===== config.mk =====
export PLATFORM = sky130hd
export DESIGN_NAME = alu_uart_master_flat
export DESIGN_NICKNAME = d
export VERILOG_FILES = /design/src/rtl/alu_uart_master_if.sv /design/src/rtl/alu_uart_master.sv /design/src/flat_wrapper.sv
export SDC_FILE = /design/constraint.sdc
export NUM_CORES = 1
export LEC_CHECK = 0
export ABC_CLOCK_PERIOD_IN_PS = 3600
export CORE_MARGIN = 2
export CORE_UTILIZATION = 55
export DETAILED_ROUTE_END_ITERATION = 6
export PLACE_DENSITY_LB_ADDON = 0.12
export RECOVER_POWER = 25
export SYNTH_ARGS = -nofsm -noshare
export SYNTH_HDL_FRONTEND = slang
export SYNTH_SLANG_ARGS = --single-unit

===== constraint.sdc =====
create_clock -name clk -period 3.6 [get_ports clk]
set_input_delay 0.9 -clock clk [delete_from_list [all_inputs] [get_ports clk]]
set_output_delay 0.9 -clock clk [all_outputs]
set_load 0.01 [all_outputs]

===== src/rtl/alu_uart_master_if.sv =====
// Command/response handshake plus UART FIFO-pair signals for the ALU-over-UART
// initiator; master is the initiator's view, slave the environment's.
interface alu_uart_master_if #(
  parameter int DBIT  = 8,
  parameter int NB_OP = 6,
  parameter int NB_AB = 8
);
  logic             cmd_valid;
  logic             cmd_ready;
  logic [NB_OP-1:0] op_code;
  logic [NB_AB-1:0] data_a;
  logic [NB_AB-1:0] data_b;
  logic             resp_valid;
  logic             resp_ready;
  logic [NB_AB-1:0] result;
  logic             timeout_err;
  logic             tx_full;
  logic             wr_uart;
  logic [DBIT-1:0]  w_data;
  logic             rx_empty;
  logic             rd_uart;
  logic [DBIT-1:0]  r_data;

  modport master (
    input  cmd_valid, op_code, data_a, data_b, resp_ready,
    input  tx_full, rx_empty, r_data,
    output cmd_ready, resp_valid, result, timeout_err,
    output wr_uart, w_data, rd_uart
  );

  modport slave (
    output cmd_valid, op_code, data_a, data_b, resp_ready,
    output tx_full, rx_empty, r_data,
    input  cmd_ready, resp_valid, result, timeout_err,
    input  wr_uart, w_data, rd_uart
  );
endinterface


===== src/rtl/alu_uart_master.sv =====
// Host-side ALU-over-UART initiator: pushes op, A, B into the TX FIFO, waits
// (bounded) for one result byte from the RX FIFO and returns it as a response.
module alu_uart_master #(
  parameter int DBIT           = 8,
  parameter int NB_OP          = 6,
  parameter int NB_AB          = 8,
  parameter int NB_TO          = 20,
  parameter int TIMEOUT_CYCLES = 1000000
) (
  input  logic               clk,
  input  logic               reset,
  alu_uart_master_if.master  bus
);

  typedef enum logic [2:0] {
    IDLE,
    SEND_OP,
    SEND_A,
    SEND_B,
    WAIT_RES,
    DONE
  } state_t;

  localparam logic [NB_TO-1:0] TO_LAST = NB_TO'(TIMEOUT_CYCLES - 1);

  state_t           state_reg, state_next;
  logic [NB_OP-1:0] op_reg, op_next;
  logic [NB_AB-1:0] a_reg, a_next;
  logic [NB_AB-1:0] b_reg, b_next;
  logic [NB_AB-1:0] result_reg, result_next;
  logic             timeout_err_reg, timeout_err_next;
  logic             resp_valid_reg, resp_valid_next;
  logic [NB_TO-1:0] cnt_reg, cnt_next;

  logic             cmd_ready;
  logic             wr_uart;
  logic             rd_uart;
  logic [DBIT-1:0]  w_data;

  always_ff @(posedge clk or posedge reset) begin
    if (reset) begin
      state_reg       <= IDLE;
      op_reg          <= '0;
      a_reg           <= '0;
      b_reg           <= '0;
      result_reg      <= '0;
      timeout_err_reg <= 1'b0;
      resp_valid_reg  <= 1'b0;
      cnt_reg         <= '0;
    end else begin
      state_reg       <= state_next;
      op_reg          <= op_next;
      a_reg           <= a_next;
      b_reg           <= b_next;
      result_reg      <= result_next;
      timeout_err_reg <= timeout_err_next;
      resp_valid_reg  <= resp_valid_next;
      cnt_reg         <= cnt_next;
    end
  end

  always_comb begin
    state_next       = state_reg;
    op_next          = op_reg;
    a_next           = a_reg;
    b_next           = b_reg;
    result_next      = result_reg;
    timeout_err_next = timeout_err_reg;
    cnt_next         = cnt_reg;
    cmd_ready        = 1'b0;
    wr_uart          = 1'b0;
    rd_uart          = 1'b0;
    w_data           = '0;

    case (state_reg)
      IDLE: begin
        cmd_ready = 1'b1;
        // Anything left in RX here is stale (late reply or noise): drop it.
        rd_uart   = !bus.rx_empty;
        if (bus.cmd_valid) begin
          op_next    = bus.op_code;
          a_next     = bus.data_a;
          b_next     = bus.data_b;
          state_next = SEND_OP;
        end
      end
      SEND_OP: begin
        w_data  = DBIT'(op_reg);
        wr_uart = !bus.tx_full;
        if (!bus.tx_full) state_next = SEND_A;
      end
      SEND_A: begin
        w_data  = DBIT'(a_reg);
        wr_uart = !bus.tx_full;
        if (!bus.tx_full) state_next = SEND_B;
      end
      SEND_B: begin
        w_data  = DBIT'(b_reg);
        wr_uart = !bus.tx_full;
        if (!bus.tx_full) begin
          cnt_next   = '0;
          state_next = WAIT_RES;
        end
      end
      WAIT_RES: begin
        cnt_next = (cnt_reg == TO_LAST) ? cnt_reg : cnt_reg + NB_TO'(1);
        // A byte arriving on the final count still counts as a result.
        if (!bus.rx_empty) begin
          rd_uart          = 1'b1;
          result_next      = NB_AB'(bus.r_data);
          timeout_err_next = 1'b0;
          state_next       = DONE;
        end else if (cnt_reg == TO_LAST) begin
          result_next      = '0;
          timeout_err_next = 1'b1;
          state_next       = DONE;
        end
      end
      DONE: begin
        if (bus.resp_ready) state_next = IDLE;
      end
      default: state_next = IDLE;
    endcase

    resp_valid_next = (state_next == DONE);
  end

  assign bus.cmd_ready   = cmd_ready;
  assign bus.wr_uart     = wr_uart & ~reset;
  assign bus.rd_uart     = rd_uart & ~reset;
  assign bus.w_data      = w_data;
  assign bus.resp_valid  = resp_valid_reg;
  assign bus.result      = result_reg;
  assign bus.timeout_err = timeout_err_reg;

endmodule


===== src/flat_wrapper.sv =====
// flat-port wrapper written by rule: the top's interface ports become plain ports
module alu_uart_master_flat 
#(
  parameter int DBIT           = 8,
  parameter int NB_OP          = 6,
  parameter int NB_AB          = 8,
  parameter int NB_TO          = 20,
  parameter int TIMEOUT_CYCLES = 1000000
)
  (clk, reset, bus_cmd_valid, bus_op_code, bus_data_a, bus_data_b, bus_resp_ready, bus_tx_full, bus_rx_empty, bus_r_data, bus_cmd_ready, bus_resp_valid, bus_result, bus_timeout_err, bus_wr_uart, bus_w_data, bus_rd_uart);
  alu_uart_master_if #(.DBIT(DBIT), .NB_OP(NB_OP), .NB_AB(NB_AB)) bus_i ();
  input  logic clk;
  input  logic reset;
  input wire logic [$bits(bus_i.cmd_valid)-1:0] bus_cmd_valid;
  input wire logic [$bits(bus_i.op_code)-1:0] bus_op_code;
  input wire logic [$bits(bus_i.data_a)-1:0] bus_data_a;
  input wire logic [$bits(bus_i.data_b)-1:0] bus_data_b;
  input wire logic [$bits(bus_i.resp_ready)-1:0] bus_resp_ready;
  input wire logic [$bits(bus_i.tx_full)-1:0] bus_tx_full;
  input wire logic [$bits(bus_i.rx_empty)-1:0] bus_rx_empty;
  input wire logic [$bits(bus_i.r_data)-1:0] bus_r_data;
  output wire logic [$bits(bus_i.cmd_ready)-1:0] bus_cmd_ready;
  output wire logic [$bits(bus_i.resp_valid)-1:0] bus_resp_valid;
  output wire logic [$bits(bus_i.result)-1:0] bus_result;
  output wire logic [$bits(bus_i.timeout_err)-1:0] bus_timeout_err;
  output wire logic [$bits(bus_i.wr_uart)-1:0] bus_wr_uart;
  output wire logic [$bits(bus_i.w_data)-1:0] bus_w_data;
  output wire logic [$bits(bus_i.rd_uart)-1:0] bus_rd_uart;
  assign bus_i.cmd_valid = bus_cmd_valid;
  assign bus_i.op_code = bus_op_code;
  assign bus_i.data_a = bus_data_a;
  assign bus_i.data_b = bus_data_b;
  assign bus_i.resp_ready = bus_resp_ready;
  assign bus_i.tx_full = bus_tx_full;
  assign bus_i.rx_empty = bus_rx_empty;
  assign bus_i.r_data = bus_r_data;
  assign bus_cmd_ready = bus_i.cmd_ready;
  assign bus_resp_valid = bus_i.resp_valid;
  assign bus_result = bus_i.result;
  assign bus_timeout_err = bus_i.timeout_err;
  assign bus_wr_uart = bus_i.wr_uart;
  assign bus_w_data = bus_i.w_data;
  assign bus_rd_uart = bus_i.rd_uart;
  alu_uart_master #(.DBIT(DBIT), .NB_OP(NB_OP), .NB_AB(NB_AB), .NB_TO(NB_TO), .TIMEOUT_CYCLES(TIMEOUT_CYCLES)) u_core (.clk(clk), .reset(reset), .bus(bus_i));
endmodule

## Yosys cells after proc, flatten, opt, wreduce, memory -nomap -nowiden

Index checks and enable logic that the tools add are counted.

| word-level totals | value |
|---|---|
| bits of input ports | 36 |
| register bits | 55 |
| word-level logic and storage cells | 50 |
| output and inout bits | 21 |

| cells by class | value |
|---|---|
| bitwise logic cells | 3 |
| multiplexer cells | 20 |
| add/sub/neg operators | 1 |
| reduce and logical (&&, ||, !) cells | 8 |
| eq/ne operators | 10 |

Operators by type and width:

| kind | number |
|---|---|
| two-way mux 20 bit | 2 |
| case mux 20 bit (2 select lines) | 1 |
| case mux 8 bit (3 select lines) | 1 |
| two-way mux 3 bit | 7 |
| adder 20 x 1 -> 20 bit (second input constant) | 1 |
| == test 20 bit (second input constant) | 1 |
| case mux 3 bit (6 select lines) | 1 |
| two-way mux 8 bit | 2 |
| == test 3 bit (second input constant) | 3 |
| == test 3 x 2 -> 1 bit (second input constant) | 2 |
| two-way mux 1 bit | 5 |
| != test 2 bit (second input constant) | 2 |
| AND reduction 2 bit | 2 |
| == test 3 x 1 -> 1 bit (second input constant) | 1 |
| logical NOT 3 bit | 1 |
| AND reduction 3 bit | 1 |
| OR reduction 3 bit | 1 |
| AND 1 bit | 2 |
| logical NOT 1 bit | 2 |
| != test 2 x 1 -> 1 bit (second input constant) | 1 |
| case mux 1 bit (2 select lines) | 1 |
| nonzero test 2 bit | 1 |
| NOT 1 bit | 1 |

## Depth between registers and ports, before layout

Gate-level depths: netlist (run 1).

| logic depth | value |
|---|---|
| depth in word-level cells | 5 |
| gate-level depth with buffers | 7 |
| mapped depth without buffers | 4 |

## Worst setup path before layout (run 1)

No wires, ideal clock.

| timing path | value |
|---|---|
| path kind | register to output |
| from | reg u_core.state_reg[1] |
| to | out bus_w_data[0] |
| data arrival time | 1.435 ns |
| buffers on the path | 2 |
| required time | 2.700 ns |
| setup slack | 1.265 ns |
| cell stages (with the launch flop) | 6 |
| cells stage by stage | dfrtp_1 > buf_2 > buf_1 > nor2b_1 > a22oi_1 > nor2_1 |

| between the ends | value |
|---|---|
| word-level cells in the longest chain between the ends | 2 |
| elaborated cells on any way between the ends | 4 |
| classes of those cells | 3 x eq/ne; 1 x mux |

Ends and longest elaborated chain:

| element | RTL line | RTL |
|---|---|---|
| from (decl) | alu_uart_master.sv:26 | `state_t state_reg, state_next;` |
| from (signal assigned) | alu_uart_master.sv:51 | `state_reg <= state_next;` |
| == test 3 x 2 -> 1 bit / == test 3 x 1 -> 1 bit (equally long branches) | alu_uart_master.sv:75 | `case (state_reg)` |
| case mux 8 bit (3 select lines) * | alu_uart_master.sv:75 |  |
| to (decl) | flat_wrapper.sv:27 | `output wire logic [$bits(bus_i.w_data)-1:0] bus_w_data;` |

Mark *: on every way between the ends. The rest lies on a longest branch, timed or not.

## Worst setup path after layout (run 1)

| timing path | value |
|---|---|
| from | in bus_tx_full |
| to | out bus_wr_uart |

| between the ends | value |
|---|---|
| word-level cells in the longest chain between the ends | 3 |

Ends and longest elaborated chain:

| element | RTL line | RTL |
|---|---|---|
| from (decl) | flat_wrapper.sv:19 | `input wire logic [$bits(bus_i.tx_full)-1:0] bus_tx_full;` |
| logical NOT 1 bit | alu_uart_master.sv:89, alu_uart_master.sv:94, alu_uart_master.sv:99 |  |
| two-way mux 1 bit | n/a |  |
| AND 1 bit | alu_uart_master.sv:129 | `assign bus.wr_uart = wr_uart & ~reset;` |
| to (decl) | flat_wrapper.sv:26 | `output wire logic [$bits(bus_i.wr_uart)-1:0] bus_wr_uart;` |

Every way passes these cells.

==> results of run 1 <==
## path summary, 6_finish.rpt
kind	slack [ns]	to	cells past startpoint	startpoint
max	0.34	bus_wr_uart	3	bus_tx_full
min	0.50	u_core.cnt_reg[3]$_DFFE_PP0P_	1	u_core.cnt_reg[3]$_DFFE_PP0P_
max reg2reg	1.02	u_core.cnt_reg[19]$_DFFE_PP0P_	4	u_core.state_reg[2]$_DFF_PP0_
min reg2reg	0.50	u_core.cnt_reg[3]$_DFFE_PP0P_	1	u_core.cnt_reg[3]$_DFFE_PP0P_
max in group asynchronous	1.02	u_core.state_reg[2]$_DFF_PP0_	3	reset
min in group asynchronous	1.32	u_core.b_reg[1]$_DFFE_PP0P_	2	reset
## area by class of cell
type | instances | area, sq um
multi-input cells | 182 | 1260
inverters | 6 | 22.5
fillers | 345 | 1330
clock inverters | 1 | 5.00
flip-flops and latches | 55 | 1380
well taps | 67 | 83.8
clock buffers | 6 | 82.6
repair buffers | 61 | 596
## power groups by stage
stage / registers, mW / clock network (mW) / logic [mW]
after global placement: 0.966 / 0 / 0.998
after global routing: 0.995 / 0.370 / 1.11
final: 0.965 / 0.335 / 1.01
after detailed placement: 0.978 / 0 / 1.02
after CTS: 0.965 / 0.348 / 1.02
after floorplan: 0.946 / 0 / 0.629
## layer usage
layer / up-vias / track usage / wire, um
li1: 1051 / - / -
met1: 1033 / 0.307 / 2610
met2: 61 / 0.369 / 2770
met3: 9 / 0.0501 / 272
met4: 0 / 0.0694 / 97
met5: - / 0 / 0
## critical path, cell delays in order
cell and delay (ns):
sky130_fd_sc_hd__dlygate4sd3_1 0.59, sky130_fd_sc_hd__nor4_1 0.27, sky130_fd_sc_hd__clkdlybuf4s50_1 0.59
## kinds of logic (layout without fill, tap and decap cells)
group,after synthesis,in the layout,synth area share
simple gates,88,88,0.182
compound gates,59,59,0.138
flops,55,55,0.506
mux,33,33,0.134
buf+inv,21,74,0.0326
fa+ha+maj,1,1,0.00460
xor+xnor,1,1,0.00322
## cells in the final DEF, fill, tap and decap left out, drive strengths merged, types with 2 or more instances in the layout
master / netlist / final
dfrtp: 55 / 55
or4: 6 / 6
o21a: 2 / 2
o2111ai: 3 / 3
or3: 9 / 9
inv: 6 / 6
mux2: 28 / 28
o31ai: 4 / 4
or4b: 2 / 2
a21oi: 17 / 17
nand4: 4 / 4
clkbuf: 7 / 7
and2: 2 / 2
o22ai: 2 / 2
o21ai: 21 / 21
nand2b: 2 / 2
clkdlybuf4s50: 0 / 53
nor2b: 3 / 3
nand2: 25 / 25
a22oi: 6 / 6
nand3b: 2 / 2
mux2i: 5 / 5
nand3: 6 / 6
buf: 8 / 4
nor2: 14 / 14
and4: 4 / 4
nor3: 2 / 2
dlygate4sd3: 0 / 3
nor4: 3 / 3
==> results.txt, run 1 <==
The flow ran to the end, and the final reports show no timing, DRC or antenna violations. The count of cell types in the netlist came out at 43. The number of hold buffers added after CTS came out at 0. The cell sitting at the root of the clock tree is a sky130_fd_sc_hd__clkbuf_8. For this configuration, the core starts out at a cell density of 0.572.

The first-pass GRT wire length came out at 9430 um. The cell with the most instances after synthesis is sky130_fd_sc_hd__dfrtp_1. The count of pins on the block boundary came out at 57. The part of the Yosys area used for sequential elements came out at 0.506.

The total via count in the routed design came out at 2154. The placer congestion estimate is 0.819. The number of pins with negative max-slew slack in the final report came to 0. The total of flip-flops plus latches after synthesis is 55. The relative contribution of combinational cells to total power is 0.437.

The clock period minus final worst setup slack is 3.26 ns. The top cell type's share of synthesized area came out at 0.506. The yosys synthesis warning count is 0. Sorting the synthesized cells by area gives the leading types as sky130_fd_sc_hd__dfrtp_1 51%, sky130_fd_sc_hd__mux2_2 12%, sky130_fd_sc_hd__o21ai_0 3.7%, sky130_fd_sc_hd__nand2_1 3.4%, sky130_fd_sc_hd__a21oi_1 3.1%. The total overflow reported by the global router is 0. The power density over the cells came out at 674 mW/mm^2. The final clock skew is 0.00744 ns.

The global-route total usage across every layer came out at 0.226. The post-synthesis to final-layout area growth is 26.0%. The number of design-rule violations left by the first detailed-router iteration came out at 92.

The switching share of power came out at 0.328. The share of layout cells above drive strength 1 came out at 0.151. The final-layout setup total negative slack came out at 0 ns. The instance area at placement is 0.00336 sq mm. The final number of setup-violating endpoints is 0. The buffer levels on the longest clock path came out at 2. After layout, the design draws a total of 2.31 mW. The path type of the worst min-delay path is reg2reg. TritonCTS created 5 clock buffers. The floorplan step defined a core boundary enclosing 0.00475 sq mm. The count of antenna diodes in the layout came out at 0. The sum of net half-perimeters after detailed placement is 4110 um. The area of the die is 0.00553 sq mm. Among all flip-flop cells after synthesis, the most frequent one is sky130_fd_sc_hd__dfrtp_1. The number of remaining DRC errors is 0.

After clock tree synthesis, the setup repair step added 0 buffers. The synthesized netlist occupies a cell area of 0.00272 sq mm. The number of H-tree levels came out at 2. The clock drives 55 sinks. The latest clock arrival within the worst-skew pair came out at 0.30 ns. Across the run, the number of max-cap violations was 0. The port buffer count came out at 56. For this design the total switching power over the nets is 757 uW. The type of the worst setup path is in2out. The routed design has 5750 um of wire. The maximum fanout count along the critical path is 4. Of all flip-flops after synthesis, the portion carrying an async set or reset was 1.00. The required time of the critical path is 2.70 ns. The setup slack after placement came out at 0.473 ns.

The vertical die dimension is 74.3 um. Of the total power, the clock network draws 0.145. The pin count of the biggest net entering global routing is 33. In this run, post-CTS repair resized a total of 0 instances. The total instance count after detailed placement came out at 371. Yosys mapped a number of flops with a built-in enable equal to 0. The remaining antenna violation count is 0. The final instance count without filler cells is 378.

The share of total power dissipated in sequential elements is 0.418. The number of antenna violations at the first check in global routing is 0. The post-synthesis net count is 295. TritonCTS built the clock tree. In the finished design, the share of the clock period the worst path needs comes to 0.905. The internal portion of the total power is 1.55 mW. Setup slack on the critical path of the routed design comes to 0.343 ns.

The count of nets after finishing is 348. The total number of placement rows came out at 25. Synthesis produced 258 cells. The worst setup path is captured at an output pin. By count the netlist is led by 55 x sky130_fd_sc_hd__dfrtp_1, 28 x sky130_fd_sc_hd__mux2_2, 25 x sky130_fd_sc_hd__nand2_1. The largest total area in the synthesized netlist belongs to sky130_fd_sc_hd__dfrtp_1.

The final hold violation count is 0. The worst pin sits at a relative slew slack of 0.362. The register with the most flip-flops in the layout has 20 of them.

The die width is 74.3 um. Setup repair after global routing left no endpoint under its margin. Static timing analysis puts the maximum clock frequency at 0.307 GHz. STA classifies the critical path startpoint as an input pin. The via count of the first global-routing pass came out at 2007.

The worst hold margin is 0.498 ns. The final cell area excluding filler cells came out at 0.00343 sq mm. The first detailed-routing pass took 4 iterations. The worst supply voltage drop on vdd is 467 uV. The total leakage power is 1.39 nW. For this run, the share of the core covered by cells in the final layout is 0.721.

The average cell area after synthesis came out at 10.5 sq um. The routed length per instance came out at 15.2 um. The average vias per placed instance is 5.70. After clock tree synthesis, the clock-pin slew on the worst setup and hold paths is 0.08 ns. The critical path arrival is 2.36 ns.

The slew at the pin closest to its max-slew limit is 0.956 ns.
(Power assumes the default switching activity.)
==> run 2: changes to the inputs <==
Settings changed: ABC_CLOCK_PERIOD_IN_PS 3600 to 4040.
Clock period 3.6 ns to 4.04 ns, I/O delays scaled along.
==> run 2 against run 1 <==
Net effect: total power decreased by 11%; worst hold slack got worse by 0.015 ns; via count down 0.56%; global-route usage up 0.50 points; largest cell class unchanged; largest power group unchanged.
==> results.txt, run 2 (synthesized netlist as in run 1, its figures left out) <==
The clock tree from TritonCTS is yes. In the finished design, the share of the clock period the worst path needs comes to 0.870. The highest attainable clock frequency is 0.285 GHz. The number of pins with negative max-slew slack in the final report came to 0.

The later pin in the worst-skew pair is clocked with a latency of 0.30 ns. 0 antenna diodes ended up in the layout. The clock period minus final worst setup slack came out at 3.51 ns. The first global-routing pass estimated 9780 um of wire.

The type of the worst setup path is in2out. The initialized floorplan defines 25 standard-cell rows. The path class of the tightest hold or removal check is reg2reg. The area inside the core boundary is 0.00475 sq mm. The final cell area excluding filler cells is 0.00343 sq mm.

The root buffer cell chosen for the clock tree is sky130_fd_sc_hd__clkbuf_8. The worst setup path is launched from an input pin. The global-route total usage across every layer came out at 0.231. The final-layout setup total negative slack came out at 0 ns. The max-cap check violation count is 0.

The library cells used most frequently in the layout, excluding fill and tap cells, are 55 x sky130_fd_sc_hd__dfrtp_1, 54 x sky130_fd_sc_hd__clkdlybuf4s50_1, 28 x sky130_fd_sc_hd__mux2_2. The number of antenna violations at the first check in global routing came out at 0. Setup repair after global routing left no endpoint under its margin. The length of the first detailed-routing pass in iterations is 4. The sum of net half-perimeters after detailed placement came out at 4180 um. In the routed design, unresolved DRC markers number 0.

The final instance count without filler cells came out at 380. The headroom to the max-slew limit came out at 0.367. The die is 74.3 um tall. For this run, the share of the core covered by cells in the final layout is 0.721. The routed length per instance came out at 15.1 um. The slew at the pin closest to its max-slew limit is 0.949 ns. Overall power consumption after layout is estimated at 2.05 mW. TritonCTS created 5 clock buffers. The critical path arrival is 2.50 ns. Across the VDD grid, the largest voltage drop is 415 uV. The number of H-tree levels came out at 2. The total instance count after detailed placement came out at 372. The buffer levels on the longest clock path came out at 2. The remaining antenna violation count is 0.

The final hold violation count came to 0. At the end of routability-driven placement, the weighted congestion stood at 0.788. The type of element capturing the critical path is an output pin. The total leakage power is 1.39 nW. The number of hold buffers added after CTS is 0. The power density over the cells is 599 mW/mm^2. The number of flip-flops under the largest register name came out at 20. The total via count in the routed design is 2142. Prior to clock tree synthesis, the placed netlist has a worst setup slack of 0.654 ns.

The post-cts sizing count came out at 0. The post-detailed-routing wire length came out at 5740 um. The die width is 74.3 um. The die covers 0.00553 sq mm. The final clock skew is 0.00401 ns. In this run, the number of DRC markers left after iteration 0 of detailed routing was 105. The number of clock sinks seen by CTS is 55. The port buffer count came out at 56. The count of nets after finishing came out at 349. Entering global routing, the biggest net connects 24 pins. The run finished with clean final reports. The final number of setup-violating endpoints is 0.

For this run the aggregate overflow at the end of global routing stands at 0. In this run the count of I/O pins placed on the die edge is 57. The setup slack of the worst register-to-register path came out at 1.46 ns. The clock-pin slew on the worst setup and hold paths came out at 0.09 ns. The total setup buffers inserted after CTS came out at 0. Once routing completed, OpenROAD measured the worst setup slack at 0.526 ns. The worst hold margin came out at 0.483 ns. The average vias per placed instance is 5.64.

The instance area at placement is 0.00335 sq mm. The via count of the first global-routing pass was 2076. At the worst endpoint, the required time is 3.03 ns. The filler cell count in the final layout is 374.

Leaving out fill and tap cells, the most frequent cell in the layout is sky130_fd_sc_hd__dfrtp_1. The area growth from synthesis to layout is 26.0%. The maximum fanout count along the critical path is 4. In the final layout, the share of cells above drive strength 1 is 0.147. The initial core utilization came out at 0.572.
run 2: changes by cell type in the layout (fill, tap and decap cells not counted), sizes merged:
cell           delta
clkdlybuf4s50     +1
clkbuf            +1
dlygate4sd3       -1
buf               +1
run 2: area by class of cell:
class                   instances  area (sq um)  area share
clock buffers                   7          76.3      0.0223
clock inverters                 1          5.00     0.00146
inverters                       6          22.5     0.00657
multi-input cells             182          1260       0.368
flip-flops and latches         55          1380       0.401
well taps                      67          83.8      0.0245
repair buffers                 62           602       0.176
run 2: path summary, 6_finish.rpt:
check | from | end | depth (start not counted)
max | bus_tx_full | bus_wr_uart | 3
min | u_core.cnt_reg[4]$_DFFE_PP0P_ | u_core.cnt_reg[4]$_DFFE_PP0P_ | 1
max reg2reg | u_core.state_reg[2]$_DFF_PP0_ | u_core.cnt_reg[19]$_DFFE_PP0P_ | 4
min reg2reg | u_core.cnt_reg[4]$_DFFE_PP0P_ | u_core.cnt_reg[4]$_DFFE_PP0P_ | 1
max in group asynchronous | reset | u_core.cnt_reg[13]$_DFFE_PP0P_ | 3
min in group asynchronous | reset | u_core.op_reg[4]$_DFFE_PP0P_ | 2
run 2: power breakdown:
part / switching, mW / internal [mW]
clock network: 0.168 / 0.122
registers: 0.125 / 0.737
logic: 0.388 / 0.512
total: 0.681 / 1.37
run 2: worst max-delay path, stage by stage:
cell                              delay, ns
sky130_fd_sc_hd__dlygate4sd3_1         0.60
sky130_fd_sc_hd__nor4_1                0.31
sky130_fd_sc_hd__clkdlybuf4s50_1       0.59
run 2: routing by layer:
metal,GRT usage,part of all wire
met5,0,0
met4,0.0655,0.0091
met3,0.0352,0.040
met2,0.386,0.49
met1,0.318,0.46
